--- src/rtl/sprite_blit_engine.sv ---
// Sprite rasteriser: on an accepted start it walks one SPR_W x SPR_H sprite at a latched
// anchor, one registered pixel per clock, with mirrored drawing and screen-edge clipping.
module sprite_blit_engine #(
  parameter int unsigned SPR_W    = 5,
  parameter int unsigned SPR_H    = 5,
  parameter int unsigned COORD_W  = 8,
  parameter int unsigned COLOR_W  = 3,
  parameter int unsigned SCREEN_W = 160,
  parameter int unsigned SCREEN_H = 120,
  parameter logic [SPR_W*SPR_H-1:0] BODY_MAP  = 25'h0E27C80,
  parameter logic [SPR_W*SPR_H-1:0] FLAME_MAP = 25'h0000004,
  parameter logic [COLOR_W-1:0] BODY_COLOR  = 3'b111,
  parameter logic [COLOR_W-1:0] FLAME_COLOR = 3'b100,
  parameter logic [COLOR_W-1:0] BG_COLOR    = 3'b000
) (
  input  logic               clk,
  input  logic               reset,
  input  logic               start,
  input  logic [1:0]         op,
  input  logic [COORD_W-1:0] x_in,
  input  logic [COORD_W-1:0] y_in,
  output logic               busy,
  output logic               done,
  output logic               plot,
  output logic [COORD_W-1:0] x_out,
  output logic [COORD_W-1:0] y_out,
  output logic [COLOR_W-1:0] color_out
);

  typedef enum logic [1:0] {IDLE, SCAN, DONE} state_t;

  state_t             state;
  logic [1:0]         op_q;
  logic [COORD_W-1:0] anchor_x;
  logic [COORD_W-1:0] anchor_y;
  logic [3:0]         row;
  logic [3:0]         col;

  logic [3:0]             bc;
  logic [7:0]             idx;
  logic [SPR_W*SPR_H-1:0] body_sh;
  logic [SPR_W*SPR_H-1:0] flame_sh;
  logic [COORD_W:0]       sum_x;
  logic [COORD_W:0]       sum_y;
  logic                   in_bounds;
  logic                   last_pix;
  logic [COLOR_W-1:0]     pix_color;

  always_comb begin
    bc        = (op_q == 2'd3) ? (4'(SPR_W - 1) - col) : col;
    idx       = 8'(row) * 8'(SPR_W) + 8'(bc);
    // Shifting avoids an index wider than the bitmap's natural index width.
    body_sh   = BODY_MAP >> idx;
    flame_sh  = FLAME_MAP >> idx;
    sum_x     = {1'b0, anchor_x} + (COORD_W+1)'(col);
    sum_y     = {1'b0, anchor_y} + (COORD_W+1)'(row);
    in_bounds = (sum_x < (COORD_W+1)'(SCREEN_W)) && (sum_y < (COORD_W+1)'(SCREEN_H));
    last_pix  = (row == 4'(SPR_H - 1)) && (col == 4'(SPR_W - 1));
    pix_color = BG_COLOR;
    case (op_q)
      2'd1:    pix_color = BG_COLOR;
      2'd2:    pix_color = flame_sh[0] ? FLAME_COLOR : (body_sh[0] ? BODY_COLOR : BG_COLOR);
      default: pix_color = body_sh[0] ? BODY_COLOR : BG_COLOR;
    endcase
  end

  always_ff @(posedge clk) begin
    if (reset) begin
      state     <= IDLE;
      op_q      <= '0;
      anchor_x  <= '0;
      anchor_y  <= '0;
      row       <= '0;
      col       <= '0;
      busy      <= 1'b0;
      done      <= 1'b0;
      plot      <= 1'b0;
      x_out     <= '0;
      y_out     <= '0;
      color_out <= '0;
    end else begin
      // Status outputs trail the state by one cycle so every output stays registered.
      busy <= (state != IDLE);
      done <= 1'b0;
      plot <= 1'b0;
      case (state)
        IDLE: begin
          if (start) begin
            op_q     <= op;
            anchor_x <= x_in;
            anchor_y <= y_in;
            row      <= '0;
            col      <= '0;
            state    <= SCAN;
          end
        end
        SCAN: begin
          plot      <= in_bounds;
          x_out     <= sum_x[COORD_W-1:0];
          y_out     <= sum_y[COORD_W-1:0];
          color_out <= pix_color;
          if (last_pix) begin
            state <= DONE;
          end else if (col == 4'(SPR_W - 1)) begin
            col <= '0;
            row <= row + 4'd1;
          end else begin
            col <= col + 4'd1;
          end
        end
        DONE: begin
          done  <= 1'b1;
          state <= IDLE;
        end
        default: state <= IDLE;
      endcase
    end
  end

endmodule

--- config.mk ---
export PLATFORM = sky130hd
export DESIGN_NAME = sprite_blit_engine
export DESIGN_NICKNAME = d
export VERILOG_FILES = /design/src/rtl/sprite_blit_engine.sv
export SDC_FILE = /design/constraint.sdc
export NUM_CORES = 1
export LEC_CHECK = 0
export ABC_CLOCK_PERIOD_IN_PS = 7400
export CORE_UTILIZATION = 58
export DETAILED_ROUTE_END_ITERATION = 10
export PLACE_DENSITY_LB_ADDON = 0.2
export SETUP_SLACK_MARGIN = 0.02
export SYNTH_ARGS = -nofsm -noshare
export SYNTH_HDL_FRONTEND = slang
export SYNTH_SLANG_ARGS = --single-unit
--- constraint.sdc ---
create_clock -name clk -period 7.4 [get_ports clk]
set_input_delay 1.11 -clock clk [delete_from_list [all_inputs] [get_ports clk]]
set_output_delay 1.11 -clock clk [all_outputs]
set_load 0.02 [all_outputs]
==> out/results.tsv <==
metric	value	unit
worst_slew_pin_slew	0.884	ns
result_of_the_run	finished, violations left	
routed-via-count	2411	
holdPathStages	2	
areaGrowthSynthToFinish	18.5	%
timing_hold_violations_final	0	
tritoncts	built	
post_dp_cell_area	3180	um2
finalWirelength	6.11	mm
pre_cts_ws	4.27	ns
synth_fp_nets	387	
route.detailed.vias_per_inst	5.67	
clock_transition_at_the_registers_of_the_reported_paths	0.09	ns
postCtsHoldBufs	0	
finClkSkew	0.0106	ns
post-synth-top-area-fraction	35.6	%
post_cts_buffers	0	
drtPass1Iterations	8	
ys_seq_area_share	35.6	%
p_leak	1.30	nW
grt_usage	25.6	%
cp.depth	12	
cp_data_arrival_time	3.35	ns
hpwl	4.20	mm
synthesis.area	2760	um2
n_antenna_cell	0	
grt_setup_unrepaired	no	
cts-root-buf	sky130_fd_sc_hd__clkbuf_8	
post_synth.cell_area_avg	8.19	um2
setup_viol	0	
critPathBufInv	2	
critical_path.reg2reg.endpoint	color_out[1]	
cell_area_power_density	163	nW/um2
start_of_the_worst_register_to_register_path	col[1]	
initial_core_util	61.7	%
async_reset_ff_share	0	%
synth_cell_type_count	48	
final_antenna_net_count	0	
cts-resized-gates	0	
commonest_register_cell_after_synthesis	sky130_fd_sc_hd__dfxtp_1	
register_area	981	um2
gp_congestion	0.829	
rows	24	
setup.worst_path.end_class	flop	
holdWs	0.461	ns
crit_chain	inv_1 -> ha_1 -> nand2_1 -> o21ai_0 -> ha_1 -> ha_1 -> inv_1 -> fa_1 -> xnor2_1 -> nor4b_1 -> o41ai_1 -> a21oi_1	
critPathRequiredTime	7.56	ns
max_freq	0.313	GHz
grt_pass1_vias	2254	
max_stage_delay	0.51	ns
grt_max_degree	50	
routed_wire_length_per_instance	14.4	um
violations	design-rule violations	
worst-path-max-fanout	6	
post_synth_edffs	0	
hold_path_startpoint	x_out[5]	
final_common_cell	sky130_fd_sc_hd__nand2_1	
coreArea	4470	um2
layout-drive-gt1-share	3.22	%
yosys.area.top_type	sky130_fd_sc_hd__dfxtp_1	
grt_pass1_wl	10.2	mm
most-common-layout-cells	sky130_fd_sc_hd__nand2_1 (60), sky130_fd_sc_hd__dfxtp_1 (49), sky130_fd_sc_hd__clkdlybuf4s50_1 (42), sky130_fd_sc_hd__a21oi_1 (41)	
critical_path.startpoint_type	flop	
die_height	71.0	um
critical-path-top-cell-by-count	sky130_fd_sc_hd__ha_1	
fin_setup_tns	0	ns
hp-class	flop to flop	
count_of_synthesis_stage_warnings_from_yosys	0	
overflow_after_grt	0	
critical_path.slowest_cell	sky130_fd_sc_hd__o41ai_1	
setup_slack	4.21	ns
drt_first_iter_violations	124	
peakVddDrop	0.106	mV
layout_min_cycle_time	3.19	ns
synth.top_cells.by_area	sky130_fd_sc_hd__dfxtp_1 (36%), sky130_fd_sc_hd__ha_1 (11%), sky130_fd_sc_hd__nand2_1 (8.2%), sky130_fd_sc_hd__a21oi_1 (7.4%), sky130_fd_sc_hd__nor2_1 (3.4%)	
clk-insertion-delay-late	0.30	ns
r2r.worst_path.cells	12	
finalMaxSlewViolations	0	
clock_sink_count	49	
number_of_cells_produced_by_synthesis	337	
rrSetupSlack	4.21	ns
cts_made_buffers	5	
max_cap_viol_count	0	
fillerInstances	375	
holdPathEnd	x_out[5]	
design.final.nets	422	
die_width	71.0	um
drc	3	
yosys_register_bits	49	
type_of_the_worst_setup_path	flop to flop	
multi_input_comb_area	1640	um2
finalCritPeriodShare	43.1	%
final_core_utilization	73.1	%
worst_path_dominant_cell_family	adder cells	
slew-limit-headroom	41.0	%
cts_buffer_depth	2	
htree_levels	2	
placement.io_buffers	42	
finalInstanceArea	3270	um2
floorplan.die_area	5040	um2
initial_antenna_violation_count	0	
top_level_ports	43	
==> worst register-to-register path: cells and delay by family, from the launching register on <==
| family | cells | cell delay (ns) |
|---|---|---|
| and+or+nand+nor | 2 | 0.16 |
| AOI/OAI and AO/OA | 3 | 0.71 |
| DFF | 1 | 0.43 |
| xor gates and xnor gates | 1 | 0.36 |
| adders and majority gates | 4 | 1.22 |
| buffers and inverters | 2 | 0.17 |
==> routing by layer <==
metal / wire (um) / part of all wire (%) / track usage (%)
met1: 2830 / 46 / 32.2
met2: 2940 / 48 / 44.6
met3: 259 / 4.2 / 4.13
met4: 74 / 1.2 / 8.67
met5: 0 / 0 / 0
==> flip-flops by register name (all words and copies together) (netlist names) <==
signal and cells:
anchor_y 8, anchor_x 8, col 4, op_q 2, state 2, busy 1, plot 1, x_out 8
row 4, y_out 8, color_out 2, done 1
==> worst max path at each step <==
stage                     startpoint           end  slack (ns)
after floorplan               col[1]  color_out[1]        4.59
after global placement        col[1]  color_out[1]        4.40
after detailed placement      col[1]  color_out[1]        4.27
after CTS                     col[1]  color_out[1]        4.25
after global routing          col[0]  color_out[1]        3.89
final                         col[1]  color_out[1]        4.21
==> cells by family (layout without fill, tap and decap cells) <==
| group | after synthesis | after routing | synth area share [%] |
|---|---|---|---|
| multiplexers | 1 | 1 | 0.363 |
| XOR/XNOR | 16 | 16 | 5.08 |
| AND/OR/NAND/NOR | 131 | 131 | 22.3 |
| flip-flops | 49 | 49 | 35.6 |
| AO/OA/AOI/OAI | 77 | 77 | 17.3 |
| buffers and inverters | 34 | 70 | 5.17 |
| adder cells (fa/ha/maj) | 29 | 29 | 14.2 |
==> where the power goes <==
part | switching, mW | total [mW] | internal (mW)
Sequential | 0.0106 | 0.287 | 0.276
Combinational | 0.0494 | 0.0882 | 0.0388
Clock | 0.0917 | 0.159 | 0.0676
==> area by class of cell <==
cell class,instances,area share (%)
clock inverters,2,0.421
repair buffers,44,13.3
inverters,18,2.07
well taps,52,1.99
flip-flops and latches,49,30.0
clock buffers,6,2.22
multi-input cells,254,50.0
==> cells in the mapped netlist (6+ instances only) <==
cell type and instances:
sky130_fd_sc_hd__ha_1 25, sky130_fd_sc_hd__nor2_1 25, sky130_fd_sc_hd__inv_1 18, sky130_fd_sc_hd__nor3_1 8, sky130_fd_sc_hd__a21oi_1 41, sky130_fd_sc_hd__o21ai_0 8, sky130_fd_sc_hd__nand2_1 60, sky130_fd_sc_hd__xnor2_1 6
sky130_fd_sc_hd__a211oi_1 8, sky130_fd_sc_hd__clkbuf_1 9, sky130_fd_sc_hd__dfxtp_1 49, sky130_fd_sc_hd__nor2b_1 6, sky130_fd_sc_hd__nand3_1 7, sky130_fd_sc_hd__xor2_1 10
==> through the flow <==
stage          power (mW)  cells
5_1_grt             0.560    425
3_5_place_dp        0.380    417
2_1_floorplan       0.346    337
6_report            0.534    425
3_3_place_gp        0.379    417
4_1_cts             0.538    425
No activity file was read; power rests on OpenSTA's default activity.
